<file path="config.mk">
export PLATFORM = sky130hd
export DESIGN_NAME = vga_sync
export DESIGN_NICKNAME = d
export VERILOG_FILES = /design/src/rtl/vga_sync.sv
export SDC_FILE = /design/constraint.sdc
export NUM_CORES = 1
export LEC_CHECK = 0
export ABC_CLOCK_PERIOD_IN_PS = 3650
export CORE_ASPECT_RATIO = 0.9
export CORE_UTILIZATION = 40
export CTS_CLUSTER_DIAMETER = 100
export DETAILED_ROUTE_END_ITERATION = 6
export PLACE_DENSITY = 0.69
export SETUP_SLACK_MARGIN = 0.4
export SLEW_MARGIN = 0
export SYNTH_ARGS = -nofsm -noshare
export SYNTH_HDL_FRONTEND = slang
export SYNTH_SLANG_ARGS = --single-unit
</file>
<file path="constraint.sdc">
create_clock -name clk -period 3.65 [get_ports clk]
set_input_delay 1.095 -clock clk [delete_from_list [all_inputs] [get_ports clk]]
set_output_delay 1.095 -clock clk [all_outputs]
set_load 0.02 [all_outputs]
</file>
<file path="src/rtl/vga_sync.sv">
// VGA timing generator: divides clk by 4 into a pixel strobe, scans x/y
// over the full raster, and produces registered active-low syncs.
//
// Ports:
//   clk        in   system clock, all state updates on its rising edge
//   reset      in   synchronous, active-high; restarts at x=0, y=0
//   p_tick     out  one-clk pixel strobe, every 4th clk
//   x          out  pixel column counter, 0..H_TOTAL-1
//   y          out  line counter, 0..V_TOTAL-1
//   video_on   out  high inside the visible area
//   hsync      out  horizontal sync, active low
//   vsync      out  vertical sync, active low
//   frame_tick out  one-clk pulse on the last pixel of each frame
module vga_sync #(
  parameter int H_DISPLAY = 640,
  parameter int H_FRONT   = 16,
  parameter int H_SYNC    = 96,
  parameter int H_BACK    = 48,
  parameter int V_DISPLAY = 480,
  parameter int V_FRONT   = 10,
  parameter int V_SYNC    = 2,
  parameter int V_BACK    = 33
) (
  input  logic       clk,
  input  logic       reset,
  output logic       p_tick,
  output logic [9:0] x,
  output logic [9:0] y,
  output logic       video_on,
  output logic       hsync,
  output logic       vsync,
  output logic       frame_tick
);

  localparam int H_TOTAL = H_DISPLAY + H_FRONT + H_SYNC + H_BACK;
  localparam int V_TOTAL = V_DISPLAY + V_FRONT + V_SYNC + V_BACK;

  localparam logic [9:0] H_LAST   = 10'(H_TOTAL - 1);
  localparam logic [9:0] V_LAST   = 10'(V_TOTAL - 1);
  localparam logic [9:0] H_VIS    = 10'(H_DISPLAY);
  localparam logic [9:0] V_VIS    = 10'(V_DISPLAY);
  localparam logic [9:0] HS_FIRST = 10'(H_DISPLAY + H_FRONT);
  localparam logic [9:0] HS_LAST  = 10'(H_DISPLAY + H_FRONT + H_SYNC - 1);
  localparam logic [9:0] VS_FIRST = 10'(V_DISPLAY + V_FRONT);
  localparam logic [9:0] VS_LAST  = 10'(V_DISPLAY + V_FRONT + V_SYNC - 1);

  logic [1:0] div_q, div_d;
  logic [9:0] x_q, x_d;
  logic [9:0] y_q, y_d;
  logic       hsync_q, hsync_d;
  logic       vsync_q, vsync_d;

  logic tick;
  logic x_end;
  logic y_end;

  assign tick  = (div_q == 2'd3);
  assign x_end = (x_q == H_LAST);
  assign y_end = (y_q == V_LAST);

  always_comb begin
    div_d = div_q + 2'd1;
    x_d   = x_q;
    y_d   = y_q;
    if (tick) begin
      if (x_end) begin
        x_d = '0;
        if (y_end) y_d = '0;
        else       y_d = y_q + 10'd1;
      end else begin
        x_d = x_q + 10'd1;
      end
    end
    // Syncs decode the next counter values so the registered
    // outputs change on the same edge as x and y.
    hsync_d = ~((x_d >= HS_FIRST) && (x_d <= HS_LAST));
    vsync_d = ~((y_d >= VS_FIRST) && (y_d <= VS_LAST));
  end

  always_ff @(posedge clk) begin
    if (reset) begin
      div_q   <= '0;
      x_q     <= '0;
      y_q     <= '0;
      hsync_q <= 1'b1;
      vsync_q <= 1'b1;
    end else begin
      div_q   <= div_d;
      x_q     <= x_d;
      y_q     <= y_d;
      hsync_q <= hsync_d;
      vsync_q <= vsync_d;
    end
  end

  assign p_tick     = tick;
  assign x          = x_q;
  assign y          = y_q;
  assign video_on   = (x_q < H_VIS) && (y_q < V_VIS);
  assign hsync      = hsync_q;
  assign vsync      = vsync_q;
  assign frame_tick = tick && x_end && y_end;

endmodule

</file>
== After elaboration in Yosys (flattened, before gate mapping) ==
Index checks and enable logic that the tools add are counted.
Word-level totals
  output and inout bits: 25
  register bits: 24
  memories: 0
  word-level logic and storage cells: 29
  bits in latches: 0
  RAM bits: 0
  input bits: 2
  ROM bits: 0
Operators by class
  $lt $le $gt $ge: 6
  multipliers: 0
  $add $sub $neg: 3
  equality and inequality tests: 3
  mux-type cells: 5
  reduce and logical (&&, ||, !) cells: 5
  shifts and indexed selects: 0
  div/mod/pow operators: 0
  bitwise logic cells: 2
Operators by type and width (count)
  $mux W10: 5
  $add A10 B1 Y10 const B: 2
  $eq A10 B10 Y1 const B: 2
  $ge A10 B10 Y1 const B: 1
  $ge A10 B9 Y1 const B: 1
  $le A10 B10 Y1 const B: 1
  $le A10 B9 Y1 const B: 1
  $lt A10 B10 Y1 const B: 1
  $lt A10 B9 Y1 const B: 1
  $logic_and A1 B1 Y1: 5
  $add A2 B1 Y2 const B: 1
  $eq A2 B2 Y1 const B: 1
  $not A1 Y1: 2

== Longest topological paths before layout ==
Gate-level depths: netlist of the first run.
  word-level depth: 7
  gate-level depth with buffers: 8
  gate-level depth less buffers: 7

== Worst setup path before layout of the first run ==
OpenSTA, ideal clock, no wires.
  path kind: register to output
  start point: reg div_q[0]
  end point: out frame_tick
  path slack: 0.804 ns
  arrival time: 1.751 ns
  cell stages (with the launch flop): 6
  buffers on the path: 1
  cell sequence: dfxtp_1 -> ha_1 -> and3_1 -> and4_1 -> clkbuf_1 -> and2_1
Between the ends
  longest elaborated chain between the ends: 3
Ends and longest elaborated chain
  start: declaration: line 47  | logic [1:0] div_q, div_d;
  start signal: assignment: line 88  | div_q <= div_d;
  $eq A2 B2 Y1: line 57  | assign tick = (div_q == 2'd3);
  net p_tick: line 26  | output logic p_tick,
  $logic_and A1 B1 Y1 (2 in series): line 102  | assign frame_tick = tick && x_end && y_end;
  end: declaration: line 32  | output logic frame_tick
The timed path passes the listed nets, and every way through them passes these cells.

== Worst setup path in the final report of the first run ==
  start point: reg y_q[0] (netlist: y[0])
  end point: out frame_tick
Between the ends
  longest elaborated chain between the ends: 2
Ends and longest elaborated chain
  start: declaration: line 49  | logic [9:0] y_q, y_d;
  start signal: assignment: line 90  | y_q <= y_d;
  $eq A10 B10 Y1: line 59  | assign y_end = (y_q == V_LAST);
  $logic_and A1 B1 Y1: line 102
No other way between the ends.

==> results of run 1 <==
[layout make-up]
type                       instances  area share, %
clock buffer                       4           3.25
inverter                           2          0.444
multi-input combinational        126           47.9
sequential                        24           28.4
tap                               42           3.11
timing repair buffer              29           16.9
[power groups by stage]
| stage | clock, mW | sequential, mW | combinational [mW] |
|---|---|---|---|
| 2_1_floorplan | 0 | 0.273 | 0.00836 |
| 3_3_place_gp | 0 | 0.272 | 0.0157 |
| 3_5_place_dp | 0 | 0.272 | 0.0161 |
| 4_1_cts | 0.186 | 0.266 | 0.0166 |
| 5_1_grt | 0.194 | 0.266 | 0.0176 |
| 6_report | 0.180 | 0.266 | 0.0164 |
[per-layer routing]
layer / wire length (µm) / track usage [%] / share of wire, %
met4: 51 / 7.64 / 1.6
met3: 157 / 4.27 / 5.1
met2: 1370 / 28.1 / 44
met1: 1520 / 26.8 / 49
met5: 0 / 0 / 0
[cells by family (layout without fill, tap and decap cells)]
family	after synthesis	after routing	synth area share [%]
fa+ha+maj	4	4	3.77
flops	24	24	36.2
buf+inv	10	35	2.92
xor+xnor	8	8	5.28
mux	2	2	1.51
compound gates	30	30	14.3
simple gates	82	82	35.9
[flip-flops by register name, indices dropped and copies added (netlist names)]
register,cells
vsync,1
hsync,1
y,10
div_q,2
x,10
[synthesized netlist by cell type, drive strengths merged (2+ instances only)]
master	number
and4	2
o211ai	2
a21oi	12
inv	2
xnor2	3
nor2	19
ha	4
and3	5
mux2i	2
o21a	2
clkbuf	7
and2	4
nor3	12
nor2b	2
nor4b	3
nand3	6
or4	2
nand2	10
or3	2
xor2	5
nand4	8
o21ai	7
nor3b	2
dfxtp	24
[through the flow]
stage	std cells	instance area [µm²]	power, mW	util (%)
6_report	227	1690	0.463	54.3
5_1_grt	227	1690	0.478	54.3
4_1_cts	227	1690	0.469	54.2
3_5_place_dp	223	1630	0.288	52.4
3_3_place_gp	223	1630	0.288	52.4
2_1_floorplan	160	1330	0.281	-
[final timing paths]
kind              startpoint         end  slack, ns  depth (start not counted)
setup / recovery        y[0]  frame_tick       0.83                          6
hold / removal      div_q[0]    div_q[0]       0.44                          1
setup reg to reg        y[0]       vsync       1.48                          8
hold reg to reg     div_q[0]    div_q[0]       0.44                          1
==> Flow_metrics.wiki, run 1 <==
{| class="wikitable"
! Metric !! Value
|-
| Status || finished, final reports clean
|-
| Primary flip-flop cell chosen by synthesis mapping || dfxtp_1
|-
| All-Layer GR Usage || 19.1%
|-
| Final slew viol count || 0
|-
| Register area || 480 µm²
|-
| Setup repair after global routing missed its margin || no
|-
| Capturing element type of the critical path || primary output
|-
| Core Region || 3110 µm²
|-
| Die area || 3550 µm²
|-
| Net switching power || 94.6 µW
|-
| Chain of cells forming the critical path || inv_1 -> ha_1 -> nor4bb_1 -> and3_1 -> and2_1 -> dlymetal6s2s_1
|-
| Remaining routing DRC violations || 0
|-
| Detail-routed net length per standard cell || 13.6 µm
|-
| Die H || 56.6 µm
|-
| Post-synthesis cell area || 1330 µm²
|-
| Part of the power in combinational logic || 3.5%
|-
| Pin count of the biggest net entering global routing || 19
|-
| Remaining global-route overflow || 0
|-
| Fill cell instance count of the final layout || 291
|-
| Top-level port count || 27
|-
| Final weighted congestion of routability-driven global placement || 0.910
|-
| Hold Crit Class || flip-flop to flip-flop
|-
| Sum of negative setup slack || 0 ns
|-
| Routed vias || 1,293
|-
| Post-DP HPWL || 2.25 mm
|-
| Clock Tree Root || clkbuf_8
|-
| Violation count after the first detailed-route iteration || 43
|-
| Final critical-path required period || 2.82 ns
|-
| Initial standard-cell utilization of the core || 42.6%
|-
| Most common cell after layout, fill and taps aside || clkdlybuf4s50_1
|-
| Clock tree from TritonCTS || done
|-
| Part of the total power dissipated in the clock network || 38.9%
|-
| Share of the yosys chip area belonging to registers || 36.2%
|-
| Proportion of power drawn by flip-flops and latches || 57.5%
|-
| Commonest cells after routing, fill and taps aside || clkdlybuf4s50_1 (25), dfxtp_1 (24), nor2_1 (19)
|-
| Setup Buffers After CTS || 0
|-
| Placement Rows || 19
|-
| Total Wirelength || 3.10 mm
|-
| Ratio of routed vias to standard cells || 5.70
|-
| Peak supply drop || 0.000190 V
|-
| ANT nets after route || 0
|-
| Sw Ratio || 20.5%
|-
| Mean cell area of the mapped netlist || 8.29 µm²
|-
| Area share of the largest cell type after synthesis || 36.2%
|-
| Cell accounting for the most synthesized area || dfxtp_1
|-
| Total leakage power || 0.580 nW
|-
| Biggest cell delay along the critical path || 0.38 ns
|-
| Number of synthesized register bits || 24
|-
| Highest achievable clock rate || 354 MHz
|-
| Number of levels the H-tree was split into || 1
|-
| WP data arrival || 1.73 ns
|-
| Number of global-route vias before repair || 1,122
|-
| Total number of yosys warnings || 0
|-
| EDFF count, synth || 0
|-
| CP top delay family || simple AND/OR/NAND/NOR gates
|-
| Crit Path Max Fanout || 8
|-
| Worst EP required || 2.55 ns
|-
| X dimension of the die || 62.7 µm
|-
| Critical path buffer and inverter count || 2
|-
| Internal power component || 368 µW
|-
| Synthesized instance count || 160
|-
| Initial antenna violation count || 0
|-
| Pwr/cell area || 273 nW/µm²
|-
| Share of the clock period used by the worst path after layout || 77.3%
|-
| # Max-Cap Violations || 0
|-
| Number of distinct library cells after synthesis || 41
|-
| Master of the slowest instance on the critical path || dfxtp_1
|-
| Setup slack after placement || 0.648 ns
|-
| Final worst clock skew || 0.00157 ns
|-
| TritonCTS sink count || 24
|-
| Fraction of layout cells with a size suffix above 1 || 7.57%
|-
| Area growth syn-to-layout || 27.5%
|-
| Final worst setup slack || 0.827 ns
|-
| Total area of multi-input combinational cells || 811 µm²
|-
| Final Hold Viols || 0
|-
| Hold WS || 0.440 ns
|-
| Clock latency of the later-clocked register in the worst-skew pair || 0.27 ns
|-
| Ant diodes || 0
|-
| Number of iterations in the first detailed-routing pass || 4
|-
| Worst setup path class || flip-flop to primary output
|-
| Wire length of the first global-routing pass || 5.27 mm
|-
| Clock buffers created by TritonCTS || 3
|-
| Cell types with the largest area share after synthesis || dfxtp_1 (36%), nor2_1 (5.4%), nor3_1 (4.5%)
|-
| Buffer depth of the longest clock path || 2
|-
| Worst Tran Pin Value || 0.502 ns
|-
| Proportion of synthesized flip-flops having asynchronous set or reset || 0%
|-
| Final net count || 192
|-
| Setup-violating endpoint count in the final report || 0
|-
| Resized Gates After CTS || 2
|-
| I/O Buffers || 26
|-
| Crit path launch type || flip-flop
|-
| Synthesized net count || 166
|-
| Register clock-pin slew on the reported worst setup and hold paths || 0.08 ns
|-
| Tightest slew margin relative to the limit || 66.4%
|-
| Cts-stage hold buffer count || 0
|}
No activity file was read; power rests on OpenSTA's default activity.
==> run 2, diff against run 1 <==
--- a/config.mk
+++ b/config.mk
@@ -5,7 +5,7 @@
 export SDC_FILE = /design/constraint.sdc
 export NUM_CORES = 1
 export LEC_CHECK = 0
-export ABC_CLOCK_PERIOD_IN_PS = 3650
+export ABC_CLOCK_PERIOD_IN_PS = 2730
 export CORE_ASPECT_RATIO = 0.9
 export CORE_UTILIZATION = 40
 export CTS_CLUSTER_DIAMETER = 100
==> constraint.sdc (replaced) <==
create_clock -name clk -period 2.73 [get_ports clk]
set_input_delay 0.819 -clock clk [delete_from_list [all_inputs] [get_ports clk]]
set_output_delay 0.819 -clock clk [all_outputs]
set_load 0.02 [all_outputs]
==> run 2 against run 1 <==
Effect of this change: worst hold slack lost 0.030 ns; combinational power grew 45%; sequential power increased by 34%; power increased by 34%; clock power grew 33%; critical path depth down 5; clock skew rose by 0.00055 ns; final cell count up 7.9%; critical path type unchanged; critical endpoint is now y[2]; largest cell class unchanged.
==> Flow_metrics.wiki, run 2 (synthesis gave the netlist of run 1 again) <==
{| class="wikitable"
! Metric !! Value
|-
| Status || finished, final reports clean (unchanged)
|-
| Final slew viol count || 0 (unchanged)
|-
| Placement Rows || 19 (unchanged)
|-
| CP top delay family || buffers and inverters (was simple AND/OR/NAND/NOR gates)
|-
| Area growth syn-to-layout || 41.6% (was 27.5%)
|-
| Detail-routed net length per standard cell || 14.0 µm (was 13.6 µm)
|-
| Tightest slew margin relative to the limit || 62.9% (was 66.4%)
|-
| Worst reg2reg path depth || 7 (was 8)
|-
| Number of cells after detailed placement || 239 (was 223)
|-
| Clock latency of the later-clocked register in the worst-skew pair || 0.27 ns (about the same)
|-
| Capturing element type of the critical path || primary output (unchanged)
|-
| Fill cell instance count of the final layout || 289 (was 291)
|-
| Reg-to-reg critical path endpoint || vsync (unchanged)
|-
| Peak supply drop || 0.000306 V (was 0.000190 V)
|-
| Buffer depth of the longest clock path || 2 (unchanged)
|-
| Clock Tree Root || clkbuf_8 (unchanged)
|-
| TritonCTS sink count || 24 (unchanged)
|-
| Highest achievable clock rate || 437 MHz
|-
| I/O Buffers || 26 (unchanged)
|-
| All-Layer GR Usage || 21.0% (was 19.1%)
|-
| Setup slack after placement || 0.194 ns (was 0.648 ns)
|-
| Hold Crit Class || flip-flop to flip-flop (unchanged)
|-
| Crit path launch type || flip-flop (unchanged)
|-
| Total Wirelength || 3.44 mm (was 3.10 mm)
|-
| Final weighted congestion of routability-driven global placement || 0.899 (was 0.910)
|-
| Worst r2r src || div_q[0] (was y[0])
|-
| Worst Hold Endpoint || div_q[0] (unchanged)
|-
| Area of placed instances || 1770 µm² (was 1630 µm²)
|-
| Commonest cells after routing, fill and taps aside || clkdlybuf4s50_1 (23), buf_4 (21), nor2_1 (19) (was clkdlybuf4s50_1 (25), dfxtp_1 (24), nor2_1 (19))
|-
| Die H || 56.6 µm (unchanged)
|-
| Setup repair after global routing missed its margin || yes (was no)
|-
| Fraction of layout cells with a size suffix above 1 || 22.7% (was 7.57%)
|-
| Master of the slowest instance on the critical path || clkdlybuf4s50_1 (was dfxtp_1)
|-
| Tot Pwr || 619 µW (was 463 µW)
|-
| Worst Tran Pin Value || 0.554 ns (was 0.502 ns)
|-
| Crit Path Max Fanout || 10 (was 8)
|-
| Clock tree from TritonCTS || done (unchanged)
|-
| Worst setup path class || flip-flop to primary output (unchanged)
|-
| Biggest cell delay along the critical path || 0.67 ns (was 0.38 ns)
|-
| Number of iterations in the first detailed-routing pass || 4 (unchanged)
|-
| Final std cells w/o fill || 245 (was 227)
|-
| Clock buffers created by TritonCTS || 3 (unchanged)
|-
| Total leakage power || 0.669 nW (was 0.580 nW)
|-
| X dimension of the die || 62.7 µm (unchanged)
|-
| Start point of the worst min-delay path || div_q[0] (unchanged)
|-
| Critical path buffer and inverter count || 1 (was 2)
|-
| Final Hold Viols || 0 (unchanged)
|-
| Initial antenna violation count || 0 (unchanged)
|-
| Cts-stage hold buffer count || 0 (unchanged)
|-
| Depth of the worst hold-timing path || 1 (unchanged)
|-
| # Max-Cap Violations || 0 (unchanged)
|-
| Post-DP HPWL || 2.54 mm (was 2.25 mm)
|-
| Sum of negative setup slack || 0 ns (unchanged)
|-
| Pin count of the biggest net entering global routing || 19 (unchanged)
|-
| Pwr/cell area || 330 nW/µm² (was 273 nW/µm²)
|-
| Hold WS || 0.410 ns (was 0.440 ns)
|-
| Remaining routing DRC violations || 0 (unchanged)
|-
| Cell depth of the worst setup path || 1 (was 6)
|-
| Ant diodes || 0 (unchanged)
|-
| Post-route cell area || 1880 µm² (was 1690 µm²)
|-
| Die area || 3550 µm² (unchanged)
|-
| Chain of cells forming the critical path || clkdlybuf4s50_1 (was inv_1 -> ha_1 -> nor4bb_1 -> and3_1 -> and2_1 -> dlymetal6s2s_1)
|-
| Routed vias || 1,351 (was 1,293)
|-
| ANT nets after route || 0 (unchanged)
|-
| Setup-violating endpoint count in the final report || 0 (unchanged)
|-
| WP data arrival || 1.47 ns (was 1.73 ns)
|-
| Most common cell after layout, fill and taps aside || clkdlybuf4s50_1 (unchanged)
|-
| Ratio of routed vias to standard cells || 5.51 (was 5.70)
|-
| Number of levels the H-tree was split into || 1 (unchanged)
|-
| Core Region || 3110 µm² (unchanged)
|-
| Top-level port count || 27 (unchanged)
|-
| Final critical-path required period || 2.29 ns
|-
| Final net count || 210 (was 192)
|-
| Remaining global-route overflow || 0 (unchanged)
|-
| Final worst setup slack || 0.439 ns (was 0.827 ns)
|-
| Final worst clock skew || 0.00211 ns (was 0.00157 ns)
|-
| Register clock-pin slew on the reported worst setup and hold paths || 0.08 ns (about the same)
|-
| Wire length of the first global-routing pass || 5.89 mm (was 5.27 mm)
|-
| Share of the clock period used by the worst path after layout || 83.9%
|-
| Worst EP required || 1.91 ns (was 2.55 ns)
|-
| Register-to-register path setup slack || 0.70 ns (was 1.48 ns)
|-
| Final core utilization || 60.3% (was 54.3%)
|-
| Initial standard-cell utilization of the core || 42.6% (unchanged)
|-
| Violation count after the first detailed-route iteration || 50 (was 43)
|-
| Number of global-route vias before repair || 1,264 (was 1,122)
|}
## run 2: cell count changes in the layout (fill, tap and decap cells not counted), moves of 2 or more
cell	before	now
clkdlybuf4s50_1	25	23
dfxtp_2	0	5
buf_4	3	21
dlygate4sd2_1	0	2
and3_4	0	2
inv_1	2	0
inv_2	0	2
dfxtp_1	24	18
## run 2: layout make-up
type,instances,area [µm²],share of cell area [%]
clock buffer,4,55.1,2.93
inverter,2,7.51,0.400
multi-input combinational,126,856,45.6
sequential,24,490,26.1
tap,42,52.6,2.80
timing repair buffer,47,417,22.2
## run 2: how the worst max path moves through the flow
stage / from / end / slack, ns
after global routing: y[0] / frame_tick / 0.35
after floorplan: y[3] / frame_tick / 0.40
after detailed placement: x[7] / frame_tick / 0.19
after CTS: x[0] / frame_tick / 0.20
final: y[2] / y[2] / 0.44
after global placement: y[0] / frame_tick / 0.22
## run 2: where the power goes
group          switching (mW)  internal [mW]  total [mW]
logic                  0.0128         0.0111      0.0238
clock network           0.111          0.129       0.239
registers             0.00272          0.353       0.356
total                   0.126          0.493       0.619
## run 2: routing by layer
| metal | wire [µm] | track usage (%) |
|---|---|---|
| met2 | 1590 | 33.7 |
| met5 | 0 | 0 |
| met1 | 1600 | 27.8 |
| met4 | 45 | 7.64 |
| met3 | 194 | 4.47 |
## run 2: timing repair
action,CTS,global route
pin swaps,0,3
endpoints found under the setup margin,3,1
setup buffers,0,2
hold endpoints to repair,0,0
gates resized for setup,5,16
